**src/rtl/sync_fifo_flags.sv**
```systemverilog
// Single-clock FIFO with standard or first-word-fall-through read, occupancy
// count, almost-full/almost-empty thresholds and sticky overflow/underflow flags.
module sync_fifo_flags #(
  parameter int DATA_SIZE = 16,
  parameter int ADDR_SIZE = 4,
  parameter int AFULL_TH  = 12,
  parameter int AEMPTY_TH = 2,
  parameter int FWFT      = 0
) (
  input  logic                 clk,
  input  logic                 rst_n,
  input  logic [DATA_SIZE-1:0] wdata,
  input  logic                 winc,
  input  logic                 rinc,
  input  logic                 err_clr,
  output logic [DATA_SIZE-1:0] rdata,
  output logic                 wfull,
  output logic                 rempty,
  output logic                 walmost_full,
  output logic                 ralmost_empty,
  output logic [ADDR_SIZE:0]   count,
  output logic                 overflow,
  output logic                 underflow
);

  localparam int                 DEPTH    = 1 << ADDR_SIZE;
  localparam logic [ADDR_SIZE:0] DEPTH_C  = (ADDR_SIZE+1)'(DEPTH);
  localparam logic [ADDR_SIZE:0] AFULL_C  = (ADDR_SIZE+1)'(AFULL_TH);
  localparam logic [ADDR_SIZE:0] AEMPTY_C = (ADDR_SIZE+1)'(AEMPTY_TH);

  logic [DATA_SIZE-1:0] mem [DEPTH];

  logic [ADDR_SIZE:0]   wr_ptr;
  logic [ADDR_SIZE:0]   rd_ptr;
  logic [ADDR_SIZE:0]   count_q;
  logic                 head_valid;
  logic                 head_valid_next;
  logic [DATA_SIZE-1:0] rdata_q;

  logic                 wr_ok;
  logic                 rd_ok;
  logic                 mem_empty;
  logic                 rd_adv;
  logic                 load_mem;
  logic                 load_bypass;

  logic [ADDR_SIZE-1:0] wr_addr;
  logic [ADDR_SIZE-1:0] rd_addr;

  assign wr_addr   = wr_ptr[ADDR_SIZE-1:0];
  assign rd_addr   = rd_ptr[ADDR_SIZE-1:0];
  assign mem_empty = (wr_ptr == rd_ptr);

  // Every flag is a pure decode of registered state, so no request input
  // reaches an output combinationally.
  assign wfull         = (count_q == DEPTH_C);
  assign walmost_full  = (count_q >= AFULL_C);
  assign ralmost_empty = (count_q <= AEMPTY_C);
  assign rempty        = (FWFT != 0) ? ~head_valid : (count_q == '0);
  assign count         = count_q;
  assign rdata         = rdata_q;

  assign wr_ok = winc & ~wfull;
  assign rd_ok = rinc & ~rempty;

  // Read-side control. In FWFT mode the head register holds the oldest word,
  // so memory is drained into it whenever it is empty or being popped.
  // NOTE: every variable gets a default at the top of always_comb so no path
  // leaves it unassigned, which would otherwise infer a latch.
  always_comb begin
    rd_adv          = 1'b0;
    load_mem        = 1'b0;
    load_bypass     = 1'b0;
    head_valid_next = head_valid;
    if (FWFT == 0) begin
      rd_adv   = rd_ok;
      load_mem = rd_ok;
    end else if (rd_ok) begin
      if (!mem_empty) begin
        load_mem = 1'b1;
        rd_adv   = 1'b1;
      end else if (wr_ok) begin
        // Head popped with nothing queued behind it: the incoming word goes
        // straight to the head; its memory copy is consumed on the same edge.
        load_bypass = 1'b1;
        rd_adv      = 1'b1;
      end else begin
        head_valid_next = 1'b0;
      end
    end else if (!head_valid && !mem_empty) begin
      load_mem        = 1'b1;
      rd_adv          = 1'b1;
      head_valid_next = 1'b1;
    end
  end

  // NOTE: the storage array has no reset; after reset both pointers are equal
  // so old contents can never be read, and leaving it unreset lets it map to RAM.
  always_ff @(posedge clk) begin
    if (wr_ok) begin
      mem[wr_addr] <= wdata;
    end
  end

  // NOTE: sequential state uses non-blocking assignments so every register
  // samples pre-edge values regardless of statement order.
  always_ff @(posedge clk or negedge rst_n) begin
    if (!rst_n) begin
      wr_ptr     <= '0;
      rd_ptr     <= '0;
      count_q    <= '0;
      head_valid <= 1'b0;
      rdata_q    <= '0;
    end else begin
      if (wr_ok) begin
        wr_ptr <= wr_ptr + 1'b1;
      end
      if (rd_adv) begin
        rd_ptr <= rd_ptr + 1'b1;
      end
      count_q    <= count_q + (ADDR_SIZE+1)'(wr_ok) - (ADDR_SIZE+1)'(rd_ok);
      head_valid <= head_valid_next;
      if (load_mem) begin
        rdata_q <= mem[rd_addr];
      end else if (load_bypass) begin
        rdata_q <= wdata;
      end
    end
  end

  // Sticky error flags; a new error in the clearing cycle wins over the clear.
  always_ff @(posedge clk or negedge rst_n) begin
    if (!rst_n) begin
      overflow  <= 1'b0;
      underflow <= 1'b0;
    end else begin
      if (winc && wfull) begin
        overflow <= 1'b1;
      end else if (err_clr) begin
        overflow <= 1'b0;
      end
      if (rinc && rempty) begin
        underflow <= 1'b1;
      end else if (err_clr) begin
        underflow <= 1'b0;
      end
    end
  end

endmodule

```
**config.mk**
```make
export PLATFORM = sky130hd
export DESIGN_NAME = sync_fifo_flags
export DESIGN_NICKNAME = d
export VERILOG_FILES = /design/src/rtl/sync_fifo_flags.sv
export SDC_FILE = /design/constraint.sdc
export NUM_CORES = 1
export LEC_CHECK = 0
export CORE_UTILIZATION = 50
export DETAILED_ROUTE_END_ITERATION = 8
export PLACE_DENSITY = 0.64
export SLEW_MARGIN = 40
export SYNTH_ARGS = -nofsm -noshare
export SYNTH_HDL_FRONTEND = slang
export SYNTH_SLANG_ARGS = --single-unit
```
**constraint.sdc**
```tcl
create_clock -name clk -period 4.37 [get_ports clk]
set_input_delay 0.874 -clock clk [delete_from_list [all_inputs] [get_ports clk]]
set_output_delay 0.874 -clock clk [all_outputs]
set_load 0.01 [all_outputs]
```
---- Word level (Yosys, flattened, before mapping) ----
Memories as Yosys holds them, arrays and structs flattened. A register that Yosys moved wholly into a read port is not among the register bits.
Index checks and enable logic that the tools add are counted.
storage, ports and cells
  register bits after elaboration ......... 17
  memory bits (writable) .................. 256
  input bits .............................. 21
  output and inout bits ................... 27
  logic and storage cells ................. 28
  memories ................................ 1
cells by class
  $add $sub $neg .......................... 4
  $lt $le $gt $ge ......................... 2
  equality and inequality tests ........... 1
  mux-type cells .......................... 5
  bitwise gates (word level) .............. 4
  reduce and logical (&&, ||, !) cells .... 6
memory list
  memory  depth  bits a word  read ports  clocked after memory_dff  write ports  RTL line  text
  mem     16     16           1           1                         1            31        logic [DATA_SIZE-1:0] mem [DEPTH];
operator list
  kind                                                                                  count
  5-bit by 1-bit adder with 5-bit output (second input constant)                        2
  5-bit by 1-bit adder with 5-bit output                                                1
  5-bit equality test (second input constant)                                           1
  5-bit by 4-bit greater-or-equal comparator with 1-bit output (second input constant)  1
  5-bit by 2-bit less-or-equal comparator with 1-bit output (second input constant)     1
  5-bit zero test                                                                       1
  1-bit two-way mux                                                                     5
  5-bit by 1-bit subtractor with 5-bit output                                           1
  2-bit nonzero test                                                                    2
  1-bit bitwise AND                                                                     2
  1-bit logical AND                                                                     2
  1-bit NOT                                                                             2
  1-bit zero test                                                                       1

---- Longest topological paths before layout ----
Gate-level depths: netlist (run 1).
  word-level depth ........................ 5
  depth in mapped cells ................... 13
  depth with buffers taken out ............ 12

---- Least setup slack after synthesis (run 1) ----
No wires, ideal clock.
  kind .................................... register to register
  start point ............................. reg count_q[2] (netlist: count[2])
  end point ............................... mem mem[0][0], enable pin
  setup time .............................. 0.430 ns
  data arrival time ....................... 2.877 ns
  required time ........................... 3.940 ns
  setup slack ............................. 1.062 ns
  stages on the path, launching flop included .. 8
  buffers on the path ..................... 1
  period minus slack after synthesis ...... 3.308 ns
  cells stage by stage .................... dfrtp_1 > inv_1 > ha_1 > and4bb_2 > nor2b_1 > buf_4 > inv_2 > nor4_1
between the ends
  cells in the longest elaborated chain, start to end .. 5
RTL lines
  item                                     RTL line  text
  start: declaration                       35        logic [ADDR_SIZE:0] count_q;
  start signal: assignment                 121       count_q <= count_q + (ADDR_SIZE+1)'(wr_ok) - (ADDR_SIZE+1)'(rd_ok);
  5-bit equality test                      56        assign wfull = (count_q == DEPTH_C);
  via wfull                                17        output logic wfull,
  1-bit NOT                                63        assign wr_ok = winc & ~wfull;
  1-bit bitwise AND                        63
  1-bit two-way mux                        100       if (wr_ok) begin
  1-bit two-way mux (implied by the code)  101       mem[wr_addr] <= wdata;
  end: declaration                         31
The timed path passes the listed nets, and every way through them passes these cells.

---- Worst setup path in the final report (run 1) ----
  start point ............................. reg count_q[2] (netlist: count[2])
  end point ............................... out ralmost_empty
between the ends
  cells in the longest elaborated chain, start to end .. 1
RTL lines
  item                                                       RTL line  text
  5-bit by 2-bit less-or-equal comparator with 1-bit output  58        assign ralmost_empty = (count_q <= AEMPTY_C);
  end: declaration                                           20        output logic ralmost_empty,
No other way between the ends.

==> flow_metrics.py, run 1 <==
metrics = {
    "run_status": {
        "status": "finished clean",
    },
    "floorplanning": {
        "die_h_um": 153,
        "fp-row-count": 54,
        "die_w_um": 153,
        "io_pins": 48,
        "initial_core_util_pct": 51.4,
        "dieArea_um2": 23300,
        "coreArea_um2": 22000,
    },
    "global_route": {
        "grt_pass1_vias": 5702,
        "grt-ovfl-total": 0,
        "grtUsageTotal_pct": 21.0,
        "grt_pass1_wl_um": 35900,
        "antenna_found_initial": 1,
        "grt_max_degree": 30,
    },
    "power": {
        "powerDensity_nw_per_um2": 658,
        "ir_worst_vdd_v": 0.000384,
        "leakagePower_nw": 4.48,
    },
    "route": {
        "wl_per_cell_um": 25.6,
        "via_per_inst": 5.83,
        "first_pass_iters": 4,
        "totalWireLength_um": 23400,
        "final_antenna_net_count": 0,
        "vias": 5326,
        "drc_errors": 0,
        "drt-initial-drc-count": 319,
    },
    "cells_and_area": {
        "drive_above_1_share_pct": 26.9,
        "final_common_cell": "edfxtp_1",
        "layout_common_cells": "edfxtp_1 (256), mux4_2 (64), clkdlybuf4s50_1 (47)",
        "insertedDiodeCount": 0,
        "fin_area_um2": 13300,
        "area_growth_pct": 17.4,
        "nets": 648,
    },
    "sta": {
        "period_share_pct": 68.6,
        "fmax_ghz": 0.333,
        "final-hold-violation-count": 0,
        "worst_clock_skew_ns": 0.00698,
        "rsz0062_at_grt": "no",
        "worst_slew_pin_slew_ns": 0.673,
        "period_minus_slack_ns": 3.00,
        "drv_slew": 0,
        "setup_viol": 0,
        "fin_setup_tns_ns": 0,
        "max_slew_margin_pct": 55.0,
    },
    "place": {
        "hpwl_um": 14700,
        "place_area_um2": 12300,
        "io_buffer_count": 47,
        "gp_congestion": 0.791,
    },
    "clock_network": {
        "hold_buffers": 0,
        "cts.root.buffer_cell": "clkbuf_16",
        "clkLatencyLatePin_ns": 0.53,
        "cts_inserted_buffers": 29,
        "post_cts_buffers": 0,
        "cts_max_level": 1,
        "clock-sinks": 287,
        "cts_tree": "yes",
        "clkTransAtPathRegs_ns": 0.06,
        "cts_resized": 0,
        "clockBufferDepth": 3,
    },
    "critical_path": {
        "rrSetupSlack_ns": 1.45,
        "cpPeakStageDelay_ns": 0.53,
        "critPathArrivalTime_ns": 2.13,
        "required_ns": 3.50,
        "critPathLaunchType": "flop",
        "path_cells": "inv_1 -> ha_1 -> nor2b_1 -> o21a_1 -> clkdlybuf4s50_1",
        "path_buf_inv": 2,
        "worst_path_max_delay_cell": "clkdlybuf4s50_1",
        "crit_type": "flop to output port",
        "critical_path.max_fanout": 5,
        "critPathTopFamily": "buffers and inverters",
        "endpoint_kind": "output port",
    },
    "logic_synthesis": {
        "synth_edf_count": 256,
        "syn_nets": 568,
        "yosysSeqAreaShare_pct": 74.7,
        "syn_inst": 531,
        "ys.flop_type": "edfxtp_1",
        "async_flop_share_pct": 10.8,
        "yosysWarnings": 0,
        "synth_cell_type_count": 37,
        "ys_ff_latch": 287,
        "syn_area_um2": 11300,
        "syn_area_per_cell_um2": 21.3,
    },
    "hold_path": {
        "hp-class": "flop to flop",
    },
    "run": {
        "maxCapViolations": 0,
    },
}
worst paths after layout:
kind	from	depth (start not counted)	to
max	count[2]	5	ralmost_empty
min	rdata[11]	2	rdata[11]
max reg2reg	count[2]	13	count[4]
min reg2reg	rdata[11]	2	rdata[11]
max in group asynchronous	rst_n	2	rdata[0]
min in group asynchronous	rst_n	1	count[3]
per-stage QoR:
step / util, % / hold slack [ns] / power [mW] / worst slack (ns) / std cells
floorplan: - / 0.509 / 5.38 / 1.06 / 531
global placement: 55.4 / 0.482 / 6.14 / 1.19 / 856
detailed placement: 55.8 / 0.483 / 6.29 / 1.15 / 860
CTS: 60.3 / 0.500 / 8.83 / 1.36 / 913
global route: 60.4 / 0.529 / 9.14 / 1.23 / 913
finish: 60.4 / 0.501 / 8.75 / 1.37 / 913
registers in the layout, indices dropped and copies added (netlist names):
register	count
overflow	1
rd_ptr	4
rdata	16
wr_ptr	4
mem	256
underflow	1
count	5
kinds of logic (layout without fill, tap and decap cells):
logic type | after synthesis | in the layout | synth area share [%]
flip-flops | 287 | 287 | 74.7
buffers and inverters | 44 | 146 | 2.33
XOR/XNOR | 9 | 9 | 0.696
AND/OR/NAND/NOR | 55 | 55 | 2.61
adder cells (fa/ha/maj) | 16 | 16 | 1.83
AO/OA/AOI/OAI | 24 | 24 | 2.29
multiplexers | 96 | 96 | 15.5
power breakdown:
group | total (mW) | internal, mW | switching [mW]
Combinational | 2.52 | 1.27 | 1.25
Sequential | 3.69 | 3.38 | 0.309
Clock | 2.53 | 1.55 | 0.982
Total | 8.75 | 6.21 | 2.54
layer usage:
layer | global-route usage (%) | share of wire (%)
met5 | 0 | 0.051
met1 | 28.9 | 42
met3 | 3.10 | 5.7
met4 | 5.58 | 1.6
met2 | 35.6 | 51
area by class of cell:
class	instances	area, um^2
Multi-Input combinational cell	200	2680
Tap cell	280	350
Fill cell	1570	8730
Clock buffer	35	778
Clock inverter	18	210
Sequential cell	287	8470
Timing Repair Buffer	76	746
Inverter	17	66.3
worst reg2reg max path, delay by kind of cell, from the launching register on:
kind            cells  cell delay (ns)
compound gates      2             0.26
xor+xnor            1             0.13
fa+ha+maj           4             1.09
buf+inv             4             0.54
flops               1             0.43
simple gates        2             0.36
cell usage after synthesis (2+ instances only):
| master | count | area (um^2) |
|---|---|---|
| nor2_1 | 7 | 26.3 |
| mux2i_1 | 32 | 320 |
| buf_4 | 6 | 45.0 |
| o221ai_1 | 5 | 43.8 |
| nor2b_1 | 2 | 12.5 |
| xnor2_1 | 8 | 70.1 |
| o221ai_2 | 11 | 165 |
| nand2_1 | 25 | 93.8 |
| o21ai_0 | 3 | 15.0 |
| nand4_1 | 2 | 12.5 |
| inv_1 | 15 | 56.3 |
| mux4_2 | 64 | 1440 |
| dfrtp_1 | 31 | 776 |
| buf_6 | 6 | 67.6 |
| edfxtp_1 | 256 | 7690 |
| nor4_1 | 4 | 25.0 |
| clkbuf_1 | 4 | 15.0 |
| nor3_1 | 4 | 20.0 |
| and2_1 | 4 | 25.0 |
| a21oi_1 | 2 | 10.0 |
| ha_1 | 15 | 188 |
| buf_2 | 10 | 50.1 |
Note: power is estimated with default switching activity, not from simulation.
==> run 2: changes to the inputs <==
==> constraint.sdc (replaced) <==
create_clock -name clk -period 2.8 [get_ports clk]
set_input_delay 0.56 -clock clk [delete_from_list [all_inputs] [get_ports clk]]
set_output_delay 0.56 -clock clk [all_outputs]
set_load 0.01 [all_outputs]
==> flow_metrics.py, run 2 (synthesis results as in run 1) <==
metrics = {
    "hold_path": {
        "hp-class": "primary input to async pin",
    },
    "critical_path": {
        "cpPeakStageDelay_ns": 0.50,
        "cp-endpoint": "walmost_full",
        "critPathArrivalTime_ns": 2.10,
        "critPathTopFamily": "buffers and inverters",
        "startpoint": "count[4]",
        "reg2regPathDepth": 12,
        "required_ns": 2.24,
        "crit_type": "flop to output port",
        "critical_path.max_fanout": 5,
        "endpoint_kind": "output port",
        "critPathLaunchType": "flop",
        "worst_path_max_delay_cell": "clkdlybuf4s50_1",
        "r2r-start": "count[3]",
        "r2r_end": "count[4]",
        "path_buf_inv": 2,
        "rrSetupSlack_ns": 0.21,
        "path_cells": "inv_1 -> ha_1 -> a221o_1 -> clkdlybuf4s50_1",
        "crit_cells": 4,
    },
    "run_status": {
        "status": "finished clean",
    },
    "power": {
        "power.total_mw": 13.1,
        "powerDensity_nw_per_um2": 988,
        "ir_worst_vdd_v": 0.000635,
        "leakagePower_nw": 4.44,
    },
    "cells_and_area": {
        "nets": 655,
        "n_fill_cell": 1601,
        "layout_common_cells": "edfxtp_1 (256), mux4_2 (64), clkdlybuf4s50_1 (47)",
        "drive_above_1_share_pct": 26.9,
        "area_growth_pct": 17.0,
        "largest-register": "mem",
        "final_common_cell": "edfxtp_1",
        "insertedDiodeCount": 0,
        "largest_reg_flops": 256,
    },
    "route": {
        "wl_met2_um": 11500,
        "wl_met1_um": 10400,
        "first_pass_iters": 4,
        "totalWireLength_um": 23400,
        "drc_errors": 0,
        "via_per_inst": 5.75,
        "wl_per_cell_um": 25.5,
        "vias": 5284,
        "highest_layer": "met4",
        "final_antenna_net_count": 0,
        "met3_length_um": 798,
        "drt-initial-drc-count": 451,
    },
    "clock_network": {
        "clock-sinks": 287,
        "clkLatencyLatePin_ns": 0.53,
        "clkTransAtPathRegs_ns": 0.06,
        "cts_tree": "yes",
        "hold_buffers": 0,
        "clockBufferDepth": 3,
        "cts_max_level": 1,
        "cts.root.buffer_cell": "clkbuf_16",
        "post_cts_buffers": 0,
        "cts_inserted_buffers": 29,
    },
    "sta": {
        "max_slew_margin_pct": 54.3,
        "setup_viol": 0,
        "fin_setup_tns_ns": 0,
        "fmax_ghz": 0.376,
        "period_minus_slack_ns": 2.66,
        "worst_slew_pin_slew_ns": 0.686,
        "final-hold-violation-count": 0,
        "period_share_pct": 94.9,
        "worst_clock_skew_ns": 0.0124,
        "drv_slew": 0,
        "rsz0062_at_grt": "no",
    },
    "global_route": {
        "grtUsageTotal_pct": 21.2,
        "grt_pass1_wl_um": 35900,
        "grt_max_degree": 49,
        "grt-ovfl-total": 0,
        "antenna_found_initial": 0,
        "grt_pass1_vias": 5702,
    },
    "place": {
        "hpwl_um": 13900,
        "io_buffer_count": 47,
        "gp_congestion": 0.825,
    },
    "floorplanning": {
        "dieArea_um2": 23300,
        "fp-row-count": 54,
        "die_h_um": 153,
        "die_w_um": 153,
        "initial_core_util_pct": 51.4,
        "coreArea_um2": 22000,
        "io_pins": 48,
    },
    "run": {
        "maxCapViolations": 0,
    },
}
run 2: worst min path at each step:
stage | depth (start not counted) | startpoint | slack (ns) | endpoint
finish | 2 | rst_n | 0.47 | rd_ptr[3]
global route | 2 | rst_n | 0.49 | count[4]
CTS | 2 | rst_n | 0.47 | count[3]
detailed placement | 2 | rdata[14] | 0.49 | rdata[14]
global placement | 2 | rdata[11] | 0.49 | rdata[11]
floorplan | 0 | rst_n | 0.26 | count[0]
run 2: power by group:
part / switching (mW) / leakage (nW) / internal [mW]
registers: 0.400 / 2.69 / 5.28
clock network: 1.47 / 0.407 / 1.92
logic: 2.01 / 1.35 / 2.02
run 2: through the flow:
step	std cells	cell area (um^2)	setup slack (ns)	util, %	hold WS, ns
finish	919	13300	0.141	60.2	0.468
global route	919	13300	0.0507	60.2	0.489
CTS	919	13200	0.0921	60.1	0.465
detailed placement	867	12400	0.0517	56.4	0.487
global placement	867	12400	0.0661	56.4	0.487
floorplan	531	11300	-0.508	-	0.264
run 2: final cells by class:
| type | instances | area [um^2] | area share (%) |
|---|---|---|---|
| Clock inverter | 12 | 51.3 | 0.387 |
| Tap cell | 280 | 350 | 2.64 |
| Multi-Input combinational cell | 200 | 2670 | 20.1 |
| Sequential cell | 287 | 8470 | 63.9 |
| Timing Repair Buffer | 83 | 866 | 6.53 |
| Inverter | 17 | 66.3 | 0.500 |
| Clock buffer | 40 | 777 | 5.86 |
run 2: repair_timing:
item                                    in CTS  in global routing
endpoints found under the setup margin       0                  1
hold endpoints to repair                     0                  0
resized for setup                            0                  4
run 2: metal layers:
| layer | up-vias | global-route usage, % |
|---|---|---|
| met2 | 97 | 34.5 |
| met5 | - | 0 |
| li1 | 2341 | - |
| met1 | 2804 | 29.7 |
| met4 | 0 | 7.26 |
| met3 | 42 | 3.10 |
==> run 3: changes to the inputs <==
--- a/config.mk
+++ b/config.mk
@@ -7,6 +7,7 @@
 export LEC_CHECK = 0
 export CORE_UTILIZATION = 50
 export DETAILED_ROUTE_END_ITERATION = 8
+export MAX_ROUTING_LAYER = met4
 export PLACE_DENSITY = 0.64
 export SLEW_MARGIN = 40
 export SYNTH_ARGS = -nofsm -noshare
==> flow_metrics.py, run 3 (synthesis results as in run 1) <==
metrics = {
    "run_status": {
        "status": "finished clean",
    },
    "cells_and_area": {
        "insertedDiodeCount": 0,
        "drive_above_1_share_pct": 26.9,
        "layout_common_cells": "edfxtp_1 (256), mux4_2 (64), clkdlybuf4s50_1 (47)",
        "fin_util_pct": 60.2,
        "nets": 655,
        "final_cell_count_no_fill": 919,
        "largest_reg_flops": 256,
        "n_fill_cell": 1601,
        "largest-register": "mem",
        "fin_area_um2": 13300,
        "final_common_cell": "edfxtp_1",
        "area_growth_pct": 17.0,
    },
    "place": {
        "gp_congestion": 0.837,
        "dp_cells": 867,
        "io_buffer_count": 47,
        "place_area_um2": 12400,
        "hpwl_um": 13900,
    },
    "critical_path": {
        "r2r_end": "count[4]",
        "crit_type": "flop to output port",
        "critPathArrivalTime_ns": 2.10,
        "crit_cells": 4,
        "critPathTopFamily": "buffers and inverters",
        "path_cells": "inv_1 -> ha_1 -> a221o_1 -> clkdlybuf4s50_1",
        "r2r-start": "count[3]",
        "endpoint_kind": "output port",
        "cp-endpoint": "walmost_full",
        "worst_path_max_delay_cell": "clkdlybuf4s50_1",
        "critical_path.max_fanout": 5,
        "path_buf_inv": 2,
        "rrSetupSlack_ns": 0.21,
        "reg2regPathDepth": 12,
        "critPathLaunchType": "flop",
        "startpoint": "count[4]",
        "required_ns": 2.24,
        "cpPeakStageDelay_ns": 0.51,
    },
    "global_route": {
        "grt_max_degree": 49,
        "grt_pass1_vias": 5706,
        "antenna_found_initial": 0,
        "grt-ovfl-total": 0,
        "grt_pass1_wl_um": 35900,
        "grtUsageTotal_pct": 21.9,
    },
    "floorplanning": {
        "fp-row-count": 54,
        "die_h_um": 153,
        "io_pins": 48,
        "die_w_um": 153,
        "initial_core_util_pct": 51.4,
        "coreArea_um2": 22000,
        "dieArea_um2": 23300,
    },
    "sta": {
        "worst_clock_skew_ns": 0.0152,
        "worst_slew_pin_slew_ns": 0.674,
        "period_share_pct": 94.9,
        "final-hold-violation-count": 0,
        "drv_slew": 0,
        "fmax_ghz": 0.376,
        "max_slew_margin_pct": 55.1,
        "setup_viol": 0,
        "period_minus_slack_ns": 2.66,
        "rsz0062_at_grt": "no",
    },
    "clock_network": {
        "cts_max_level": 1,
        "post_cts_buffers": 0,
        "cts_resized": 0,
        "cts.root.buffer_cell": "clkbuf_16",
        "cts_tree": "yes",
        "hold_buffers": 0,
        "cts_inserted_buffers": 29,
        "clkLatencyLatePin_ns": 0.53,
        "clockBufferDepth": 3,
        "clkTransAtPathRegs_ns": 0.06,
        "clock-sinks": 287,
    },
    "route": {
        "vias": 5315,
        "totalWireLength_um": 23400,
        "final_antenna_net_count": 0,
        "drt-initial-drc-count": 398,
        "wl_per_cell_um": 25.5,
        "drc_errors": 0,
        "first_pass_iters": 6,
        "via_per_inst": 5.78,
    },
    "power": {
        "leakagePower_nw": 4.44,
        "p_seq_share_pct": 43.4,
        "p_sw_share_pct": 29.6,
        "p_clk_share_pct": 25.9,
        "p_int_mw": 9.21,
        "ir_worst_vdd_v": 0.000633,
        "p_sw_mw": 3.87,
        "power.total_mw": 13.1,
        "comb_power_share_pct": 30.7,
        "powerDensity_nw_per_um2": 988,
    },
    "run": {
        "maxCapViolations": 0,
    },
    "hold_path": {
        "hp-class": "primary input to async pin",
    },
}
## run 3: cell counts in the layout (fill, tap and decap cells not counted)
Identical to the previous run, type by type.
## run 3: power groups by stage
stage | Sequential, mW | Clock, mW | Combinational, mW
6_report | 5.68 | 3.39 | 4.02
2_1_floorplan | 5.62 | 0 | 2.78
5_1_grt | 5.74 | 3.62 | 4.37
3_5_place_dp | 5.77 | 0 | 4.10
4_1_cts | 5.69 | 3.46 | 4.12
3_3_place_gp | 5.73 | 0 | 4.03
## run 3: per-stage QoR
| stage | setup TNS [ns] | hold slack, ns | setup slack [ns] |
|---|---|---|---|
| floorplan | -36.55 | 0.264 | -0.508 |
| global route | 0 | 0.484 | 0.0507 |
| detailed placement | 0 | 0.487 | 0.0517 |
| finish | 0 | 0.465 | 0.143 |
| global placement | 0 | 0.487 | 0.0661 |
| CTS | 0 | 0.465 | 0.0921 |
## run 3: layout make-up
cell class                      instances  area (um^2)  share of cell area, %
Inverter                               17         66.3                  0.500
Sequential cell                       287         8470                   63.9
Timing Repair Buffer                   83          866                   6.53
Tap cell                              280          350                   2.64
Clock buffer                           40          777                   5.86
Multi-Input combinational cell        200         2670                   20.1
Clock inverter                         12         51.3                  0.387
## run 3: worst min-delay path by stage
stage / start / end / slack (ns)
final: rst_n / count[4] / 0.47
after global routing: rst_n / count[4] / 0.48
after CTS: rst_n / count[3] / 0.47
after detailed placement: rdata[14] / rdata[14] / 0.49
after global placement: rdata[11] / rdata[11] / 0.49
after floorplan: rst_n / count[0] / 0.26
## run 3: per-layer routing
layer / share of wire [%] / up-vias / routed length [um] / track usage (%)
li1: - / 2341 / - / -
met1: 43 / 2815 / 10100 / 29.6
met2: 49 / 116 / 11500 / 34.6
met3: 4.5 / 43 / 1050 / 3.10
met4: 3.2 / 0 / 740 / 7.26
met5: 0 / - / 0 / -
